--- config.mk ---
export PLATFORM = sky130hd
export DESIGN_NAME = flag_bank
export DESIGN_NICKNAME = d
export VERILOG_FILES = /design/src/rtl/flag_bank.sv
export SDC_FILE = /design/constraint.sdc
export NUM_CORES = 1
export LEC_CHECK = 0
export ABC_AREA = 0
export BUFFER_PORTS_ARGS = -buffer_cell sky130_fd_sc_hd__clkbuf_2
export CORE_AREA = 2 2 39 41
export DETAILED_ROUTE_END_ITERATION = 6
export DIE_AREA = 0 0 41 43
export GPL_ROUTABILITY_DRIVEN = 1
export PLACE_DENSITY = 0.83
export SLEW_MARGIN = 30
export SYNTH_ARGS = -nofsm -noshare
export SYNTH_HDL_FRONTEND = slang
export SYNTH_SLANG_ARGS = --single-unit
--- constraint.sdc ---
create_clock -name CLK -period 2.4 [get_ports CLK]
set_clock_uncertainty 0.15 [all_clocks]
set_input_delay 0.48 -clock CLK [delete_from_list [all_inputs] [get_ports CLK]]
set_output_delay 0.48 -clock CLK [all_outputs]
set_load 0.1 [all_outputs]
--- src/rtl/flag_bank.sv ---
// Status-flag register bank with per-flag load/set/clear
// and a LIFO shadow stack for nested interrupt save/restore.
module flag_bank #(
    parameter int NUM_FLAGS    = 2,
    parameter int SHADOW_DEPTH = 2,
    localparam int CW          = $clog2(SHADOW_DEPTH + 1)
) (
    input  logic                 CLK,
    input  logic                 RST,
    input  logic [NUM_FLAGS-1:0] LD,
    input  logic [NUM_FLAGS-1:0] SET,
    input  logic [NUM_FLAGS-1:0] CLR,
    input  logic [NUM_FLAGS-1:0] IN,
    input  logic                 PUSH,
    input  logic                 POP,
    output logic [NUM_FLAGS-1:0] OUT,
    output logic [CW-1:0]        COUNT,
    output logic                 FULL,
    output logic                 EMPTY,
    output logic                 OVF_ERR,
    output logic                 UNF_ERR
);

    logic [NUM_FLAGS-1:0] out_q, out_d;
    logic [CW-1:0]        count_q, count_d;
    logic                 ovf_q, ovf_d;
    logic                 unf_q, unf_d;
    logic [NUM_FLAGS-1:0] stack_q [SHADOW_DEPTH];
    logic [NUM_FLAGS-1:0] stack_d [SHADOW_DEPTH];

    logic                 full, empty;
    logic                 push_only, pop_only;
    logic                 push_ok, pop_ok;
    logic [NUM_FLAGS-1:0] top;
    logic [NUM_FLAGS-1:0] flag_upd;

    assign full      = (count_q == CW'(SHADOW_DEPTH));
    assign empty     = (count_q == '0);
    assign push_only = PUSH && !POP;
    assign pop_only  = POP && !PUSH;
    assign push_ok   = push_only && !full;
    assign pop_ok    = pop_only && !empty;

    always_comb begin
        top = '0;
        for (int i = 0; i < SHADOW_DEPTH; i++) begin
            if (CW'(i) == count_q - CW'(1)) top = stack_q[i];
        end
    end

    always_comb begin
        flag_upd = out_q;
        for (int i = 0; i < NUM_FLAGS; i++) begin
            if (CLR[i])      flag_upd[i] = 1'b0;
            else if (SET[i]) flag_upd[i] = 1'b1;
            else if (LD[i])  flag_upd[i] = IN[i];
        end
    end

    always_comb begin
        out_d   = pop_ok ? top : flag_upd;
        count_d = count_q;
        ovf_d   = ovf_q;
        unf_d   = unf_q;
        for (int i = 0; i < SHADOW_DEPTH; i++) stack_d[i] = stack_q[i];

        // the saved value is the pre-update flags of this cycle
        if (push_ok) begin
            for (int i = 0; i < SHADOW_DEPTH; i++) begin
                if (CW'(i) == count_q) stack_d[i] = out_q;
            end
            count_d = count_q + CW'(1);
        end
        if (push_only && full) ovf_d = 1'b1;
        if (pop_ok) count_d = count_q - CW'(1);
        if (pop_only && empty) unf_d = 1'b1;
    end

    always_ff @(posedge CLK) begin
        if (RST) begin
            out_q   <= '0;
            count_q <= '0;
            ovf_q   <= 1'b0;
            unf_q   <= 1'b0;
            for (int i = 0; i < SHADOW_DEPTH; i++) stack_q[i] <= '0;
        end else begin
            out_q   <= out_d;
            count_q <= count_d;
            ovf_q   <= ovf_d;
            unf_q   <= unf_d;
            for (int i = 0; i < SHADOW_DEPTH; i++) stack_q[i] <= stack_d[i];
        end
    end

    assign OUT     = out_q;
    assign COUNT   = count_q;
    assign FULL    = full;
    assign EMPTY   = empty;
    assign OVF_ERR = ovf_q;
    assign UNF_ERR = unf_q;

endmodule
---- Yosys cells after proc, flatten, opt, wreduce, memory -nomap -nowiden ----
Memory sizes are Yosys's and may differ from the RTL's.
Index checks and enable logic that the tools add are counted.
word-level totals
  memories ................................ 1
  output and inout port bits .............. 8
  register bits ........................... 6
  logic and storage cells ................. 47
  RAM bits ................................ 4
operators by class
  $add $sub $neg .......................... 2
  bitwise logic cells ..................... 2
  eq/ne operators ......................... 3
  reductions and logical operators ........ 15
  multiplexer cells ....................... 19
memory list
  name     words  bits a word  read ports  clocked after memory_dff  wr ports  line  RTL
  stack_q  2      2            2           0                         2         28    logic [NUM_FLAGS-1:0] stack_q [SHADOW_DEPTH];
operators with widths
  cell                                               number
  2-to-1 mux 2 bit                                   9
  2-to-1 mux 1 bit                                   9
  nonzero test 4 bit                                 2
  logical AND 1 bit                                  6
  == test 1 x 2 -> 1 bit (first input constant)      2
  logical NOT 1 bit                                  4
  logical NOT 2 bit                                  2
  2-to-1 mux 4 bit                                   1
  adder 2 x 1 -> 2 bit (second input constant)       1
  == test 2 bit (second input constant)              1
  OR 1 bit                                           2
  nonzero test 2 bit                                 1
  subtractor 2 x 1 -> 2 bit (second input constant)  1

---- Logic depth before layout (Yosys ltp) ----
Gate-level depths: netlist of the first run.
  word-level depth ........................ 5
  mapped depth ............................ 5
  depth with buffers taken out ............ 5

---- Worst setup path after synthesis of the first run ----
OpenSTA, ideal clock, no wires.
  path type ............................... reg-to-reg
  start ................................... reg count_q[1], in the netlist COUNT[1]
  end ..................................... reg count_q[1], in the netlist COUNT[1]
  arrival ................................. 2.664 ns
  data required time ...................... 2.170 ns
  library setup time ...................... 0.080 ns
  cell stages (with the launch flop) ...... 5
  period minus slack after synthesis ...... 2.894 ns
  setup slack ............................. -0.494 ns
  path through ............................ dfxtp_1 > ha_1 > nor3b_2 > or2_2 > a211oi_2
between the ends
  word-level cells in the longest chain between the ends .. 4
ends and longest elaborated chain
  element                       line  RTL
  start: declaration            25    logic [CW-1:0] count_q, count_d;
  start signal: assignment      88    count_q <= count_d;
  == test 2 bit                 37    assign full = (count_q == CW'(SHADOW_DEPTH));
  named net FULL                18    output logic FULL,
  logical NOT 1 bit             41    assign push_ok = push_only && !full;
  logical AND 1 bit             41
  nonzero test 2 bit (no line)  -
The timed path passes the listed nets, and every way through them passes these cells. The select of a mux whose other input is x is not followed.
A chain may end at the register's enable or synchronous reset.

---- Worst setup path after layout of the first run ----
  start ................................... reg count_q[0], in the netlist COUNT[0]
  end ..................................... out FULL
between the ends
  word-level cells in the longest chain between the ends .. 1
ends and longest elaborated chain
  element           line
  == test 2 bit     37
  end: declaration  18
No other way between the ends.

==> results of run 1 <==
[sequential cells by signal, indices dropped and copies added (netlist names)]
register,flops
stack_q,4
COUNT,2
OUT,2
OVF_ERR,1
UNF_ERR,1
[report_power, final]
part | total [mW] | switching [mW] | internal, mW | leakage (nW)
Combinational | 0.218 | 0.162 | 0.0557 | 0.226
Clock | 0.116 | 0.0577 | 0.0580 | 0.0138
Sequential | 0.188 | 0.0104 | 0.178 | 0.0824
Total | 0.522 | 0.230 | 0.291 | 0.322
[worst min-delay path by stage]
stage / start / end / slack, ns
CTS: UNF_ERR / UNF_ERR / 0.33
detailed placement: UNF_ERR / UNF_ERR / 0.31
finish: UNF_ERR / UNF_ERR / 0.33
global route: UNF_ERR / UNF_ERR / 0.38
floorplan: stack_q[0][2] / stack_q[0][2] / 0.30
global placement: UNF_ERR / UNF_ERR / 0.30
[metal layers]
metal  vias to the layer above  global-route usage  part of all wire
li1                        261                   -                 -
met1                       231               0.171              0.39
met2                        17               0.297              0.54
met3                         5              0.0471             0.042
met4                         0               0.100             0.027
met5                         -                   0                 0
[worst reg2reg max path, stage by stage (launching register included)]
cell,delay (ns)
dfxtp_2,0.37
inv_1,0.09
ha_1,0.25
nor3b_4,0.36
o21ai_0,0.19
a211oi_2,0.19
[synthesized netlist by cell type]
master     n  area, um2
clkbuf_1   1       3.75
a31oi_1    2       12.5
and2_1     2       12.5
and3b_1    2       17.5
inv_1      4       15.0
a211oi_2   3       37.5
xnor2_1    1       8.76
nor3_1     5       25.0
mux2i_1    4       40.0
nor3b_4    2       37.5
ha_1       5       62.6
dfxtp_1   10        200
nor2_1     8       30.0
o32a_1     2       20.0
nor3b_2    1       12.5
o21a_1     1       7.51
or2_2      1       6.26
or3_1      2       12.5
o21ai_0    2       10.0
and4bb_2   2       25.0
[cell type report]
| cell class | instances | area (um2) |
|---|---|---|
| multi-input cells | 45 | 383 |
| well taps | 16 | 20.0 |
| inverters | 4 | 15.0 |
| flip-flops and latches | 10 | 203 |
| fillers | 130 | 646 |
| clock buffers | 3 | 22.5 |
| repair buffers | 19 | 95.1 |
[kinds of logic after synthesis]
group / Yosys count
AND/OR/NAND/NOR: 25
adder cells (fa/ha/maj): 5
multiplexers: 4
flip-flops: 10
XOR/XNOR: 1
buffers and inverters: 5
AO/OA/AOI/OAI: 10
==> flow_summary.ini, run 1 <==
[status]
status = completed

[min_path]
whs_path_depth = 2
hold_class = flip-flop to flip-flop

[setup_path]
reg2regPathDepth = 5
endpoint = FULL
rr_endpoint = OUT[0]
arrival_ns = 1.46
cp_slowest_cell = clkbuf_2
critical_path.max_fanout = 9
path_cells = inv_1, ha_2, clkbuf_2
r2r_slack_ns = 0.72
critPathTopFamily = buffers and inverters
critPathKind = flip-flop to primary output
critPathCaptureType = primary output
crit_start = COUNT[0]
cp.required_ns = 1.77
critical_path.max_stage_delay_ns = 0.48
path_buf_inv = 2
crit_cells = 3
start_kind = flip-flop
reg2reg_from = COUNT[0]

[flow_run]
drv_cap = 0

[synthesis]
synthAdderAreaFrac = 0.105
synth.avg_cell_area_um2 = 9.95
synth_xor_area_frac = 0.0147
synth_top_family_by_area = simple AND/OR/NAND/NOR gates
synth_compound_area_frac = 0.147
synth.yosys.seq_area_share = 0.335
yosysWarnings = 0
ys_seq_elements = 10
synth_cell_types = 20
synth_cells = 60
synth_mux_area_frac = 0.0671
netlist_area_um2 = 597
syn_nets = 77
synth-simple-area-share = 0.300

[finish]
final_core_util = 0.533
antennaDiodeCount = 0
drive_above_1_share = 0.432
instances_no_fill = 97
fin_area_um2 = 738
final_common_cell = clkbuf_2
area_delta_synth_final_pct = 23.7
final_cell_mix = 19 x clkbuf_2, 8 x dfxtp_1, 8 x nor2_1, 5 x nor3_1
num-nets-final = 100

[timing]
drv_slew = 0
timing.final.crit_period_ns = 2.09
rsz0062_at_grt = no
setup_viol = 0
final_hold_viol_count = 0
slew_headroom = 0.639
post-route-period-util = 0.872
setup_ws_ns = 0.307
fmax_ghz = 0.478
timing.hold.ws_ns = 0.328
worst_slew_pin_slew_ns = 0.544
setup-tns-final_ns = 0

[global_routing]
grt_max_degree = 11
grt_pass1_vias = 474
grt_usage = 0.173
gr-total-overflow = 0
grt_pass1_wl_um = 1970
antenna_found_initial = 0

[clock_tree]
cts_root_buffer = clkbuf_4
cts_max_level = 1
hold_buffers = 0
clock_sinks = 10
insertion_delay_ns = 0.27
cts_inserted_buffers = 3
cts_resized = 0
cts_buffer_depth = 2
cts_tree = done
cts_setup_buffers = 0
path_clk_slew_ns = 0.06

[die]
coreArea_um2 = 1380
die_h_um = 43
start_util = 0.431
die_w_um = 41
ios = 20
num_rows = 14
dieArea_um2 = 1760

[routing]
drc = 0
wire_per_inst_um = 13.2
dr_total_vias = 514
postRouteWirelength_um = 1280
ant_nets = 0
via_per_inst = 5.30
first_pass_iters = 3
drtIter0Drc = 3

[placed_design]
place.detailed.hpwl_um = 1020
gp_congestion = 0.716
placed_area_um2 = 716
dpl_worst_slack_ns = 0.593
port_buffers = 19
place_inst = 94

[power_and_ir_drop]
peakVddDrop_v = 0.000341
power_density_nw_per_um2 = 706
total_power_mw = 0.522
p_leak_nw = 0.322
Note: power is estimated with default switching activity, not from simulation.
==> run 2, diff against run 1 <==
--- a/config.mk
+++ b/config.mk
@@ -11,6 +11,7 @@
 export DETAILED_ROUTE_END_ITERATION = 6
 export DIE_AREA = 0 0 41 43
 export GPL_ROUTABILITY_DRIVEN = 1
+export GPL_TIMING_DRIVEN = 0
 export PLACE_DENSITY = 0.83
 export SLEW_MARGIN = 30
 export SYNTH_ARGS = -nofsm -noshare
==> constraint.sdc (replaced) <==
create_clock -name CLK -period 2.4 [get_ports CLK]
set_clock_uncertainty 0.15 [all_clocks]
set_input_delay 0.12 -clock CLK [delete_from_list [all_inputs] [get_ports CLK]]
set_output_delay 0.12 -clock CLK [all_outputs]
set_load 0.1 [all_outputs]
==> flow_summary.ini, run 2 (synthesis results as in run 1) <==
[status]
status = completed

[finish]
fin_area_um2 = 751
nFillCells = 131
final_common_cell = clkbuf_2
area_delta_synth_final_pct = 25.8
largest_reg_flops = 4
instances_no_fill = 98
num-nets-final = 100
antennaDiodeCount = 0
top_register = stack_q
final_cell_mix = 18 x clkbuf_2, 8 x dfxtp_1, 8 x nor2_1, 5 x nor3_1
drive_above_1_share = 0.427

[placed_design]
place.detailed.hpwl_um = 912
placed_area_um2 = 714
gp_congestion = 0.710
dpl_worst_slack_ns = 0.718
place_inst = 94
port_buffers = 18

[setup_path]
critPathKind = flip-flop to primary output
start_kind = flip-flop
cp.required_ns = 2.13
critical_path.max_fanout = 9
arrival_ns = 1.48
crit_start = COUNT[0]
critPathCaptureType = primary output
reg2reg_from = COUNT[0]

[power_and_ir_drop]
total_power_mw = 0.552
power_density_nw_per_um2 = 736
p_leak_nw = 0.327
peakVddDrop_v = 0.000438

[routing]
postRouteWirelength_um = 1150
drtIter0Drc = 5
first_pass_iters = 3
dr_total_vias = 498
drc = 0
wire_per_inst_um = 11.7
via_per_inst = 5.08
ant_nets = 0

[clock_tree]
cts_setup_buffers = 0
insertion_delay_ns = 0.26
cts_buffer_depth = 2
cts_tree = done
cts_max_level = 1
cts_inserted_buffers = 3
clock_sinks = 10
hold_buffers = 0
cts_root_buffer = clkbuf_4
path_clk_slew_ns = 0.06
cts_resized = 0

[timing]
setup-tns-final_ns = 0
post-route-period-util = 0.728
slew_headroom = 0.640
setup_ws_ns = 0.653
drv_slew = 0
rsz0062_at_grt = no
final_hold_viol_count = 0
fmax_ghz = 0.572
worst_slew_pin_slew_ns = 0.543
setup_viol = 0
timing.final.crit_period_ns = 1.75

[die]
dieArea_um2 = 1760
start_util = 0.431
die_w_um = 41
ios = 20
num_rows = 14
die_h_um = 43
coreArea_um2 = 1380

[global_routing]
grt_max_degree = 11
grt_pass1_vias = 468
gr-total-overflow = 0
grt_pass1_wl_um = 1880
grt_usage = 0.158
antenna_found_initial = 0

[min_path]
hold_class = primary input to flip-flop
hold_start = POP

[flow_run]
drv_cap = 0
## run 2: changes by cell type in the layout (fill, tap and decap cells not counted), sizes merged
cell	before	now
clkbuf	22	23
## run 2: path summary, 6_finish.rpt
kind | to | slack [ns] | cells after the start
max | FULL | 0.65 | 3
min | UNF_ERR | 0.05 | 3
max reg2reg | OUT[1] | 0.72 | 5
min reg2reg | UNF_ERR | 0.32 | 2
## run 2: worst max-delay path, stage by stage (launching register included)
cell	delay [ns]
dfxtp_2	0.35
inv_1	0.12
ha_2	0.27
clkbuf_2	0.48
## run 2: through the flow
| step | util | hold slack [ns] |
|---|---|---|
| after floorplan | - | 0.134 |
| after global placement | 0.516 | 0.300 |
| after detailed placement | 0.516 | 0.310 |
| after CTS | 0.542 | 0.0425 |
| after global routing | 0.542 | 0.0736 |
| final | 0.542 | 0.0536 |
## run 2: cell type report
cell class                 count  area [um2]  area share
sequential                    10         203       0.270
buffer                         1        3.75     0.00500
clock buffer                   4        36.3      0.0483
timing repair buffer          18        90.1       0.120
tap                           16        20.0      0.0267
inverter                       4        15.0      0.0200
multi-input combinational     45         383       0.510
## run 2: power breakdown
part | internal [mW] | total (mW) | switching [mW]
logic | 0.0554 | 0.215 | 0.159
registers | 0.178 | 0.188 | 0.0105
clock network | 0.0922 | 0.149 | 0.0573
## run 2: metal layers
metal | wire length, um | global-route usage | vias up
met5 | 0 | 0 | -
met4 | 8 | 0.100 | 0
met3 | 50 | 0.0157 | 2
met2 | 616 | 0.272 | 14
met1 | 471 | 0.168 | 218
li1 | - | - | 264
==> run 3, diff against run 2 <==
--- a/config.mk
+++ b/config.mk
@@ -7,12 +7,11 @@
 export LEC_CHECK = 0
 export ABC_AREA = 0
 export BUFFER_PORTS_ARGS = -buffer_cell sky130_fd_sc_hd__clkbuf_2
-export CORE_AREA = 2 2 39 41
+export CORE_UTILIZATION = 42
 export DETAILED_ROUTE_END_ITERATION = 6
-export DIE_AREA = 0 0 41 43
 export GPL_ROUTABILITY_DRIVEN = 1
 export GPL_TIMING_DRIVEN = 0
-export PLACE_DENSITY = 0.83
+export PLACE_DENSITY = 0.82
 export SLEW_MARGIN = 30
 export SYNTH_ARGS = -nofsm -noshare
 export SYNTH_HDL_FRONTEND = slang
==> constraint.sdc (replaced) <==
create_clock -name CLK -period 1.54 [get_ports CLK]
set_clock_uncertainty 0.15 [all_clocks]
set_input_delay 0.077 -clock CLK [delete_from_list [all_inputs] [get_ports CLK]]
set_output_delay 0.077 -clock CLK [all_outputs]
set_load 0.1 [all_outputs]
==> flow_summary.ini, run 3 (synthesis results as in run 1) <==
[global_routing]
grt_max_degree = 11
grt_usage = 0.192
gr-total-overflow = 0
grt_pass1_wl_um = 1900
antenna_found_initial = 0
grt_pass1_vias = 457

[finish]
top_register = stack_q
area_delta_synth_final_pct = 36.7
largest_reg_flops = 4
final_cell_mix = 16 x clkbuf_2, 8 x dfxtp_1, 8 x nor2_1, 5 x nor3_1, 5 x clkbuf_4
nFillCells = 117
final_common_cell = clkbuf_2
num-nets-final = 102
final_core_util = 0.619
register_area_um2 = 208
antennaDiodeCount = 0
drive_above_1_share = 0.476
multi_input_comb_area_um2 = 423

[routing]
postRouteWirelength_um = 1240
ant_nets = 0
via_per_inst = 5.28
wire_per_inst_um = 12.6
drtIter0Drc = 7
drc = 0
dr_total_vias = 523
first_pass_iters = 3

[setup_path]
path_buf_inv = 1
critPathCaptureType = flip-flop
critical_path.max_stage_delay_ns = 0.39
crit_cells = 5
arrival_ns = 1.56
rr_endpoint = OUT[1]
critPathTopFamily = flip-flops
reg2reg_from = COUNT[1]
critical_path.max_fanout = 5
start_kind = flip-flop
path_cells = inv_6, ha_4, nor3b_4, o21ai_0, a211oi_2
cp.required_ns = 1.57
r2r_slack_ns = 0.01
critPathKind = flip-flop to flip-flop
reg2regPathDepth = 5
cp_slowest_cell = dfxtp_4

[power_and_ir_drop]
combPwrFrac = 0.447
seqPwrFrac = 0.339
power_density_nw_per_um2 = 1070
switching_power_mw = 0.372
p_leak_nw = 0.344
peakVddDrop_v = 0.000602
intPower_mw = 0.498
swShare = 0.427
clockPowerShare = 0.214

[clock_tree]
cts_tree = done
insertion_delay_ns = 0.26
cts_buffer_depth = 2
cts_root_buffer = clkbuf_4
cts_inserted_buffers = 3
cts_max_level = 1
hold_buffers = 0
clock_sinks = 10
path_clk_slew_ns = 0.06

[die]
die_h_um = 39.7
num_rows = 13
dieArea_um2 = 1580
start_util = 0.453
coreArea_um2 = 1320
ios = 20
die_w_um = 39.7

[timing]
timing.final.crit_period_ns = 1.53
setup-tns-final_ns = 0
drv_slew = 0
fmax_ghz = 0.655
worst_slew_pin_slew_ns = 0.539
setup_viol = 0
final_hold_viol_count = 0
rsz0062_at_grt = yes
post-route-period-util = 0.991
slew_headroom = 0.642

[flow_run]
drv_cap = 0

[min_path]
whs_path_depth = 3
hold_class = primary input to flip-flop
hold_start = POP
min_to = UNF_ERR

[placed_design]
port_buffers = 18
place.detailed.hpwl_um = 908
gp_congestion = 0.726

[status]
status = completed
[run 3: worst max-delay path by stage]
stage,start,slack (ns),end
finish,COUNT[1],0.01,OUT[1]
global route,COUNT[1],-0.04,COUNT[1]
CTS,COUNT[1],0.009,COUNT[1]
detailed placement,COUNT[0],-0.15,OUT[1]
global placement,COUNT[0],-0.09,OUT[0]
floorplan,COUNT[0],-0.25,stack_q[0][0]
[run 3: worst reg2reg max path, stage by stage (launching register included)]
cell and delay [ns]:
dfxtp_4 0.39, inv_6 0.05, ha_4 0.16, nor3b_4 0.30, o21ai_0 0.18, a211oi_2 0.20
[run 3: layout make-up]
class,count,share of cell area
Buffer,1,0.00460
Clock buffer,4,0.0322
Inverter,4,0.0276
Multi-Input combinational cell,45,0.518
Sequential cell,10,0.255
Tap cell,15,0.0230
Timing Repair Buffer,20,0.140
[run 3: per-stage QoR]
step	hold WS [ns]	area (um2)	instances	setup WS (ns)	total power [mW]
2_1_floorplan	0.0912	634	60	-0.251	0.603
3_3_place_gp	0.270	743	93	-0.0912	0.647
3_5_place_dp	0.280	743	93	-0.154	0.654
4_1_cts	0.0163	806	99	0.00877	0.865
5_1_grt	0.0153	816	99	-0.0394	0.918
6_report	0.0171	816	99	0.0132	0.870
[run 3: timing repair]
| action | CTS | global route |
|---|---|---|
| hold endpoints to repair | 0 | 0 |
| gates resized for setup | 5 | 2 |
| buffers inserted | 2 | 0 |
| pin swaps | 1 | 4 |
| setup endpoints to repair | 6 | 4 |
[run 3: power groups by stage]
stage / clock network [mW] / registers (mW) / logic [mW]
3_5_place_dp: 0 / 0.303 / 0.351
4_1_cts: 0.190 / 0.294 / 0.380
6_report: 0.187 / 0.295 / 0.389
2_1_floorplan: 0 / 0.403 / 0.200
3_3_place_gp: 0 / 0.302 / 0.345
5_1_grt: 0.208 / 0.297 / 0.413
[run 3: layer usage]
metal	vias to the layer above	GRT usage	wire length (um)
met3	0	0.102	60
li1	264	-	-
met5	-	0	0
met2	12	0.320	623
met4	0	0.0259	0
met1	247	0.218	560
